`src/rtl/lenet_dma_pkg.sv`:
```
// Shared definitions for the LeNet DMA engines (write-back and loader):
// state encodings, DMA size code, beat width and default transfer geometry.
package lenet_dma_pkg;

    typedef enum logic [1:0] {
        ST_IDLE   = 2'd0,
        ST_CTRL   = 2'd1,
        ST_DATA   = 2'd2,
        ST_FINISH = 2'd3
    } dma_state_e;

    localparam logic [2:0] DMA_SIZE_WORD    = 3'b010;
    localparam int         WORD_W           = 32;
    localparam int         BEAT_W           = 64;
    localparam int         DEF_WRITE_INDEX  = 10000;
    localparam int         DEF_WRITE_LENGTH = 5;

    // Two SRAM words form one beat; the odd-addressed word is the upper half.
    function automatic logic [BEAT_W-1:0] pack_beat(input logic [WORD_W-1:0] hi_word,
                                                    input logic [WORD_W-1:0] lo_word);
        return {hi_word, lo_word};
    endfunction

endpackage

```
`src/rtl/dma_beat_skid.sv`:
```
// One-entry 64-bit skid register in front of a valid/ready output register.
// The producer must never present data while both entries are occupied.
module dma_beat_skid
    import lenet_dma_pkg::*;
(
    input  logic              clk,
    input  logic              rst_n_i,
    input  logic              in_valid_i,
    input  logic [BEAT_W-1:0] in_data_i,
    output logic              skid_valid_o,
    input  logic              out_ready_i,
    output logic              out_valid_o,
    output logic [BEAT_W-1:0] out_data_o
);

    logic              out_valid_q, out_valid_d;
    logic [BEAT_W-1:0] out_data_q,  out_data_d;
    logic              skid_valid_q, skid_valid_d;
    logic [BEAT_W-1:0] skid_data_q,  skid_data_d;
    logic              out_free;

    always_comb begin
        // NOTE: every always_comb output gets a default first so no path can infer a latch.
        out_valid_d  = out_valid_q;
        out_data_d   = out_data_q;
        skid_valid_d = skid_valid_q;
        skid_data_d  = skid_data_q;
        out_free     = !out_valid_q || out_ready_i;

        if (out_free) begin
            if (skid_valid_q) begin
                out_valid_d  = 1'b1;
                out_data_d   = skid_data_q;
                skid_valid_d = in_valid_i;
                if (in_valid_i) begin
                    skid_data_d = in_data_i;
                end
            end else begin
                // Arriving data bypasses the skid whenever the output slot frees up.
                out_valid_d = in_valid_i;
                if (in_valid_i) begin
                    out_data_d = in_data_i;
                end
            end
        end else if (in_valid_i) begin
            skid_valid_d = 1'b1;
            skid_data_d  = in_data_i;
        end
    end

    always_ff @(posedge clk) begin
        // NOTE: state updates use non-blocking assignments so all registers sample pre-edge values.
        if (!rst_n_i) begin
            out_valid_q  <= 1'b0;
            out_data_q   <= '0;
            skid_valid_q <= 1'b0;
            skid_data_q  <= '0;
        end else begin
            out_valid_q  <= out_valid_d;
            out_data_q   <= out_data_d;
            skid_valid_q <= skid_valid_d;
            skid_data_q  <= skid_data_d;
        end
    end

    assign skid_valid_o = skid_valid_q;
    assign out_valid_o  = out_valid_q;
    assign out_data_o   = out_data_q;

endmodule

```
`src/rtl/lenet_dma_writeback.sv`:
```
// Write-back engine: issues one DMA write control request, then streams
// WRITE_LENGTH 64-bit beats packed from pairs of activation SRAM words.
module lenet_dma_writeback
    import lenet_dma_pkg::*;
#(
    parameter int WRITE_INDEX  = DEF_WRITE_INDEX,
    parameter int WRITE_LENGTH = DEF_WRITE_LENGTH,
    parameter int SRAM_BASE    = 0,
    parameter int ADDR_W       = 16
) (
    input  logic              clk,
    input  logic              rst,
    input  logic              start,
    output logic              done,
    output logic [ADDR_W-1:0] sram_addr0,
    output logic [ADDR_W-1:0] sram_addr1,
    input  logic [WORD_W-1:0] sram_rdata0,
    input  logic [WORD_W-1:0] sram_rdata1,
    input  logic              dma_write_ctrl_ready,
    output logic              dma_write_ctrl_valid,
    output logic [31:0]       dma_write_ctrl_data_index,
    output logic [31:0]       dma_write_ctrl_data_length,
    output logic [2:0]        dma_write_ctrl_data_size,
    input  logic              dma_write_chnl_ready,
    output logic              dma_write_chnl_valid,
    output logic [BEAT_W-1:0] dma_write_chnl_data
);

    if (WRITE_LENGTH < 1) begin : g_length_check
        $error("lenet_dma_writeback: WRITE_LENGTH must be at least 1");
    end

    localparam logic [31:0]       LEN       = 32'(WRITE_LENGTH);
    localparam logic [31:0]       LAST_BEAT = 32'(WRITE_LENGTH - 1);
    localparam logic [ADDR_W-1:0] BASE0     = ADDR_W'(SRAM_BASE);
    localparam logic [ADDR_W-1:0] BASE1     = ADDR_W'(SRAM_BASE + 1);
    localparam logic [ADDR_W-1:0] ADDR_STEP = ADDR_W'(2);

    dma_state_e        state_q, state_d;
    logic              ctrl_valid_q, ctrl_valid_d;
    logic [31:0]       ctrl_index_q, ctrl_index_d;
    logic [31:0]       ctrl_length_q, ctrl_length_d;
    logic [2:0]        ctrl_size_q, ctrl_size_d;
    logic              done_q, done_d;
    logic [ADDR_W-1:0] addr0_q, addr0_d;
    logic [ADDR_W-1:0] addr1_q, addr1_d;
    logic [31:0]       issue_cnt_q, issue_cnt_d;
    logic [31:0]       sent_cnt_q, sent_cnt_d;
    logic              rd_pend_q, rd_pend_d;

    logic              chnl_valid;
    logic [BEAT_W-1:0] chnl_data;
    logic              skid_valid;
    logic              chnl_hs;
    logic              ctrl_hs;
    logic [1:0]        occupancy;
    logic              issue;

    assign chnl_hs = chnl_valid & dma_write_chnl_ready;
    assign ctrl_hs = ctrl_valid_q & dma_write_ctrl_ready;

    // Beats already committed to the two storage slots, net of the one leaving now.
    assign occupancy = 2'(rd_pend_q) + 2'(skid_valid) + 2'(chnl_valid) - 2'(chnl_hs);
    assign issue     = (state_q == ST_DATA) && (issue_cnt_q < LEN) && (occupancy < 2'd2);

    always_comb begin
        state_d       = state_q;
        ctrl_valid_d  = ctrl_valid_q;
        ctrl_index_d  = ctrl_index_q;
        ctrl_length_d = ctrl_length_q;
        ctrl_size_d   = ctrl_size_q;
        done_d        = 1'b0;
        addr0_d       = addr0_q;
        addr1_d       = addr1_q;
        issue_cnt_d   = issue_cnt_q;
        sent_cnt_d    = sent_cnt_q;
        rd_pend_d     = issue;

        unique case (state_q)
            ST_IDLE: begin
                if (start) begin
                    state_d       = ST_CTRL;
                    ctrl_valid_d  = 1'b1;
                    ctrl_index_d  = 32'(WRITE_INDEX);
                    ctrl_length_d = LEN;
                    ctrl_size_d   = DMA_SIZE_WORD;
                    addr0_d       = BASE0;
                    addr1_d       = BASE1;
                    issue_cnt_d   = '0;
                    sent_cnt_d    = '0;
                end
            end
            ST_CTRL: begin
                if (ctrl_hs) begin
                    state_d       = ST_DATA;
                    ctrl_valid_d  = 1'b0;
                    ctrl_index_d  = '0;
                    ctrl_length_d = '0;
                    ctrl_size_d   = '0;
                end
            end
            ST_DATA: begin
                if (issue) begin
                    issue_cnt_d = issue_cnt_q + 32'd1;
                    // The address stays on the final pair once the last read is out.
                    if (issue_cnt_q < LAST_BEAT) begin
                        addr0_d = addr0_q + ADDR_STEP;
                        addr1_d = addr1_q + ADDR_STEP;
                    end
                end
                if (chnl_hs) begin
                    sent_cnt_d = sent_cnt_q + 32'd1;
                    if (sent_cnt_q == LAST_BEAT) begin
                        state_d = ST_FINISH;
                        done_d  = 1'b1;
                    end
                end
            end
            ST_FINISH: begin
                state_d = ST_IDLE;
            end
            default: begin
                state_d = ST_IDLE;
            end
        endcase
    end

    always_ff @(posedge clk) begin
        if (!rst) begin
            state_q       <= ST_IDLE;
            ctrl_valid_q  <= 1'b0;
            ctrl_index_q  <= '0;
            ctrl_length_q <= '0;
            ctrl_size_q   <= '0;
            done_q        <= 1'b0;
            addr0_q       <= '0;
            addr1_q       <= '0;
            issue_cnt_q   <= '0;
            sent_cnt_q    <= '0;
            rd_pend_q     <= 1'b0;
        end else begin
            state_q       <= state_d;
            ctrl_valid_q  <= ctrl_valid_d;
            ctrl_index_q  <= ctrl_index_d;
            ctrl_length_q <= ctrl_length_d;
            ctrl_size_q   <= ctrl_size_d;
            done_q        <= done_d;
            addr0_q       <= addr0_d;
            addr1_q       <= addr1_d;
            issue_cnt_q   <= issue_cnt_d;
            sent_cnt_q    <= sent_cnt_d;
            rd_pend_q     <= rd_pend_d;
        end
    end

    // SRAM data is valid the cycle after its read issued, tracked by rd_pend_q.
    dma_beat_skid u_skid (
        .clk          (clk),
        .rst_n_i      (rst),
        .in_valid_i   (rd_pend_q),
        .in_data_i    (pack_beat(sram_rdata1, sram_rdata0)),
        .skid_valid_o (skid_valid),
        .out_ready_i  (dma_write_chnl_ready),
        .out_valid_o  (chnl_valid),
        .out_data_o   (chnl_data)
    );

    assign done                       = done_q;
    assign sram_addr0                 = addr0_q;
    assign sram_addr1                 = addr1_q;
    assign dma_write_ctrl_valid       = ctrl_valid_q;
    assign dma_write_ctrl_data_index  = ctrl_index_q;
    assign dma_write_ctrl_data_length = ctrl_length_q;
    assign dma_write_ctrl_data_size   = ctrl_size_q;
    assign dma_write_chnl_valid       = chnl_valid;
    assign dma_write_chnl_data        = chnl_data;

endmodule

```
`config.mk`:
```
export PLATFORM = sky130hd
export DESIGN_NAME = lenet_dma_writeback
export DESIGN_NICKNAME = d
export VERILOG_FILES = /design/src/rtl/lenet_dma_pkg.sv /design/src/rtl/dma_beat_skid.sv /design/src/rtl/lenet_dma_writeback.sv
export SDC_FILE = /design/constraint.sdc
export NUM_CORES = 1
export LEC_CHECK = 0
export CAP_MARGIN = 20
export CORE_MARGIN = 5
export CORE_UTILIZATION = 55
export DETAILED_ROUTE_END_ITERATION = 12
export HOLD_SLACK_MARGIN = 0.06
export PLACE_DENSITY = 0.86
export SYNTH_ARGS = -nofsm -noshare
export SYNTH_HDL_FRONTEND = slang
export SYNTH_HIERARCHICAL = 1
export SYNTH_SLANG_ARGS = --single-unit
```
`constraint.sdc`:
```
create_clock -name clk -period 5.8 [get_ports clk]
set_clock_uncertainty 0.15 [all_clocks]
set_input_delay 0.87 -clock clk [delete_from_list [all_inputs] [get_ports clk]]
set_output_delay 0.87 -clock clk [all_outputs]
set_load 0.005 [all_outputs]
```
After elaboration in Yosys (flattened, before gate mapping)
Cells that the tools add are included.
{"block": "totals", "reg_bits": 298, "inputBits": 69, "out_inout_bits": 166, "wordCells": 93}
{"block": "op_classes", "addsub": 7, "n_lt_le_gt_ge": 3, "n_eq_ne": 11, "muxes": 39, "bitwise": 2, "n_reduce_logical": 16}
{"op": "$mux W64", "n": 5}
{"op": "$pmux W32 S2", "n": 4}
{"op": "$mux W32", "n": 6}
{"op": "$mux W16", "n": 6}
{"op": "$add A32 B1 Y32 const B", "n": 2}
{"op": "$lt A32 B3 Y1 const B", "n": 2}
{"op": "$pmux W16 S2", "n": 2}
{"op": "$add A16 B2 Y16 const B", "n": 2}
{"op": "$eq A32 B3 Y1 const B", "n": 1}
{"op": "$reduce_and A3 Y1", "n": 4}
{"op": "$mux W2", "n": 4}
{"op": "$ne A2 B2 Y1 const B", "n": 4}
{"op": "$pmux W2 S4", "n": 1}
{"op": "$reduce_and A4 Y1", "n": 2}
{"op": "$reduce_bool A2 Y1", "n": 4}
{"op": "$mux W1", "n": 7}
{"op": "$mux W3", "n": 2}
{"op": "$ne A2 B1 Y1 const B", "n": 3}
{"op": "$pmux W3 S2", "n": 1}
{"op": "$eq A2 B2 Y1 const B", "n": 2}
{"op": "$add A1 B1 Y2", "n": 1}
{"op": "$add A2 B1 Y2", "n": 1}
{"op": "$and A1 B1 Y1", "n": 2}
{"op": "$eq A2 B1 Y1 const B", "n": 1}
{"op": "8 further kinds", "n": 9}

Longest topological paths before layout
{"block": "depth", "word_depth": 7, "mapped_depth": 11, "ltp_nobuf": 9}

By module
The synthesis kept the hierarchy.
{"mod": "dma_beat_skid", "instances": 1, "cells_each": 582, "area_each_um2": 5706.7, "seq_area_each_um2": 2602.5}
{"mod": "lenet_dma_writeback", "instances": 1, "cells_each": 602, "area_each_um2": 5228.8, "seq_area_each_um2": 2001.9}

Worst setup path after synthesis
OpenSTA, ideal clock, no wires.
{"block": "synth_path", "path_type": "input-to-reg", "start": "input dma_write_chnl_ready", "end": "register addr0_q[11] (netlist: sram_addr0[11])", "setup_time_ns": 0.070, "arrival_time_ns": 3.085, "t_required_ns": 5.580, "slack_ns": 2.495, "cell_stages": 9, "path_buffers": 0, "cell_sequence": "and2_1 > ha_1 > inv_1 > ha_1 > a21o_1 > or3_1 > a311oi_1 > or4b_1 > a21oi_1"}
{"block": "synth_between", "elab_chain_len": 6}
{"element": "start: declaration", "line": "lenet_dma_writeback.sv:24", "source": "input logic dma_write_chnl_ready,"}
{"element": "$and A1 B1 Y1", "line": "lenet_dma_writeback.sv:59", "source": "assign chnl_hs = chnl_valid & dma_write_chnl_ready;"}
{"element": "$sub A2 B1 Y2", "line": "lenet_dma_writeback.sv:63", "source": "assign occupancy = 2'(rd_pend_q) + 2'(skid_valid) + 2'(chnl_valid) - 2'(chnl_hs);"}
{"element": "$lt A2 B2 Y1", "line": "lenet_dma_writeback.sv:64", "source": "assign issue = (state_q == ST_DATA) && (issue_cnt_q < LEN) && (occupancy < 2'd2);"}
{"element": "$logic_and A1 B1 Y1", "line": "lenet_dma_writeback.sv:64"}
{"element": "$ne A2 B2 Y1 (no line)"}
{"element": "$reduce_and A4 Y1 (no line)"}
{"element": "end signal: assignment", "line": "lenet_dma_writeback.sv:148", "source": "addr0_q <= addr0_d;"}
{"element": "end: declaration", "line": "lenet_dma_writeback.sv:45", "source": "logic [ADDR_W-1:0] addr0_q, addr0_d;"}
Every way passes these cells.
A chain may end at the register's enable or synchronous reset.

Worst setup path after layout
{"block": "layout_path", "start": "input dma_write_chnl_ready", "end": "register addr1_q[13] (netlist: sram_addr1[13])"}
{"block": "layout_between", "elab_chain_len": 6}
{"element": "$and A1 B1 Y1", "line": "lenet_dma_writeback.sv:59"}
{"element": "$sub A2 B1 Y2", "line": "lenet_dma_writeback.sv:63"}
{"element": "$lt A2 B2 Y1", "line": "lenet_dma_writeback.sv:64"}
{"element": "$logic_and A1 B1 Y1", "line": "lenet_dma_writeback.sv:64"}
{"element": "$ne A2 B2 Y1 (no line)"}
{"element": "$reduce_and A4 Y1 (no line)"}
{"element": "end signal: assignment", "line": "lenet_dma_writeback.sv:149", "source": "addr1_q <= addr1_d;"}
{"element": "end: declaration", "line": "lenet_dma_writeback.sv:46", "source": "logic [ADDR_W-1:0] addr1_q, addr1_d;"}
Every way passes these cells.

==> results.sh <==
export IMPL_synth_distinct_cells=56
export IMPL_gp_congestion=0.8802
export IMPL_ctsHoldBuffers=0
export IMPL_synthTopCellsByArea="dfxtp_1, mux2i_1, nand2_1"
export IMPL_grt_setup_unrepaired="false"
export IMPL_final_common_cell="dfxtp_1"
export IMPL_core_area_um2=19530
export IMPL_grt_total_usage_pct=21.83
export IMPL_synth_warnings=6
export IMPL_die_h_um=151.0
export IMPL_antenna_cells=0
export IMPL_grt_overflow_total=0
export IMPL_die_area_um2=22800
export IMPL_fin_nets=1375
export IMPL_synth_seq_cells=230
export IMPL_setup_viol=0
export IMPL_routed_wl_um=25870
export IMPL_clkSinkCount=230
export IMPL_vias=8856
export IMPL_synth_main_ff_cell="dfxtp_1"
export IMPL_finalNonFillerCells=1576
export IMPL_status="completed"
export IMPL_rows=51
export IMPL_critPathKind="input pin to flip-flop"
export IMPL_p_leak_nw=5.410
export IMPL_grt_max_degree=129
export IMPL_end_kind="flip-flop"
export IMPL_htreeDepth=1
export IMPL_viasPerCell=5.619
export IMPL_path_max_fanout=8
export IMPL_slew_viol_final=0
export IMPL_fin_tns_setup_ns=0
export IMPL_crit_start="dma_write_chnl_ready"
export IMPL_syn_inst=1184
export IMPL_drt_pass1_iterations=4
export IMPL_hpwl_um=16630
export IMPL_hp_start="u_skid/skid_data_q[37]$_SDFFE_PN0P_"
export IMPL_yosysTopAreaCellShare_pct=42.11
export IMPL_clkTransAtPathRegs_ns=0.06
export IMPL_seqCellArea_um2=4608
export IMPL_synthArstFlopShare_pct=0
export IMPL_cts_path_max_buffers=3
export IMPL_io_pins=235
export IMPL_antenna_found_initial=0
export IMPL_fp_dieW_um=151.0
export IMPL_cts_repair_resized=0
export IMPL_grt_pass1_vias=8410
export IMPL_io_buffers=174
export IMPL_ir_worst_vdd_uv=288.9
export IMPL_synth_seq_area_share_pct=42.11
export IMPL_timing_fmax_mhz=278.5
export IMPL_tightest_slew_ns=1.071
export IMPL_cts_buffers=25
export IMPL_required_ns=6.07
export IMPL_synth_edf_count=0
export IMPL_period_share_pct=61.90
export IMPL_postCtsSetupRepairBufs=0
export IMPL_grt_pass1_wl_um=41490
export IMPL_cts_root_buf="clkbuf_16"
export IMPL_nFillCells=1514
export IMPL_hold_violations=0
export IMPL_final_cell_mix="dfxtp_1, clkdlybuf4s50_1, nand2_1"
export IMPL_start_kind="input pin"
export IMPL_drtIter0Drc=555
export IMPL_postRouteAntennaNets=0
export IMPL_period_minus_slack_ns=3.590
export IMPL_synth_area_leader_cell="dfxtp_1"
export IMPL_synth_avg_cell_area_um2=9.236
export IMPL_crit_arrival_ns=3.86
export IMPL_area_growth_pct=20.30
export IMPL_relSlewSlack_pct=28.59
export IMPL_routedWlPerCell_um=16.41
export IMPL_hp_class="flip-flop to flip-flop"
export IMPL_start_util_pct=56.00
export IMPL_reg2reg_from="u_skid/out_valid_o$_SDFFE_PN0P_"
export IMPL_syn_area_um2=10940
export IMPL_drive_gt1_share_pct=5.187
export IMPL_maxCapViolCount=0
export IMPL_clkLatencyLatePin_ns=0.51
export IMPL_power_density_nw_per_um2=325.8
export IMPL_cts_tree="built"
export IMPL_dpl_cell_count=1531
export IMPL_multi_input_area_um2=5519
export IMPL_drc=0
-- synthesized netlist by cell type, types with 21 or more instances --
| cell type | number |
|---|---|
| a21oi_1 | 27 |
| and3_1 | 36 |
| buf_4 | 80 |
| clkbuf_1 | 49 |
| dfxtp_1 | 230 |
| mux2i_1 | 135 |
| nand2_1 | 171 |
| nand3_1 | 93 |
| nand4_1 | 21 |
| nor2_1 | 40 |
| o211a_1 | 64 |
-- final cells by class --
cell class                      instances  area share [%]
Timing Repair Buffer                  187           14.17
Multi-Input combinational cell        836           41.95
Clock buffer                           38           5.659
Sequential cell                       230           35.03
Inverter                               15          0.4280
Clock inverter                          5          0.2378
Tap cell                              265           2.520
-- power by group --
group / switching [W] / total (W) / leakage [nW] / internal, W
clock network: 0.000610 / 0.00149 / 0.382 / 0.000879
registers: 0.0000802 / 0.00178 / 1.86 / 0.00170
logic: 0.000560 / 0.00102 / 3.17 / 0.000462
-- final timing paths --
| check | to | slack (ns) | depth (start not counted) |
|---|---|---|---|
| worst max-delay path | sram_addr1[13]$_SDFFE_PN0P_ | 2.21 | 11 |
| worst min-delay path | u_skid/skid_data_q[37]$_SDFFE_PN0P_ | 0.31 | 2 |
| worst max register to register | sram_addr1[13]$_SDFFE_PN0P_ | 2.62 | 10 |
| worst min register to register | u_skid/skid_data_q[37]$_SDFFE_PN0P_ | 0.31 | 2 |
-- routing by layer --
| layer | up-vias | track usage (%) | part of all wire, % |
|---|---|---|---|
| li1 | 4311 | - | - |
| met1 | 4254 | 28.33 | 43 |
| met2 | 254 | 36.50 | 47 |
| met3 | 37 | 5.446 | 7.5 |
| met4 | 0 | 5.576 | 2.0 |
| met5 | - | 0 | 0 |
-- logic make-up (layout without fill, tap and decap cells) --
| group | count (synthesis) | in the layout | share of synthesized area [%] |
|---|---|---|---|
| muxes | 135 | 135 | 12.36 |
| AOI/OAI and AO/OA | 147 | 147 | 11.16 |
| buffers and inverters | 177 | 245 | 9.634 |
| adders and majority gates | 11 | 11 | 1.259 |
| other | 1 | 60 | 0.03429 |
| DFF | 230 | 230 | 42.11 |
| xor gates and xnor gates | 25 | 25 | 2.002 |
| and+or+nand+nor | 458 | 458 | 21.45 |
-- sequential cells by signal (all words and copies together) (netlist names), 2 cells and up --
signal              cells
u_skid/out_data_o      64
u_skid/skid_data_q     64
issue_cnt_q            32
sent_cnt_q             32
sram_addr1             16
sram_addr0             15
state_q                 2
-- per-stage QoR --
stage	hold WS (ns)	util, %	setup slack [ns]	instance area, um2	total power, W
floorplan	0.2844	-	2.495	11160	0.002433
global placement	0.2911	63.26	1.854	12350	0.002776
detailed placement	0.2990	63.26	1.726	12350	0.002796
CTS	0.3096	67.24	2.262	13130	0.004293
global route	0.3261	67.37	2.119	13160	0.004490
finish	0.3071	67.37	2.210	13160	0.004286
-- worst max-delay path, stage by stage --
cell             delay, ns
clkdlybuf4s50_1       0.44
and2_1                0.18
ha_1                  0.28
inv_1                 0.05
ha_1                  0.26
a21o_1                0.19
nor3_1                0.42
o31ai_1               0.30
buf_4                 0.25
or4_1                 0.48
a21oi_1               0.15
(Power assumes the default switching activity.)
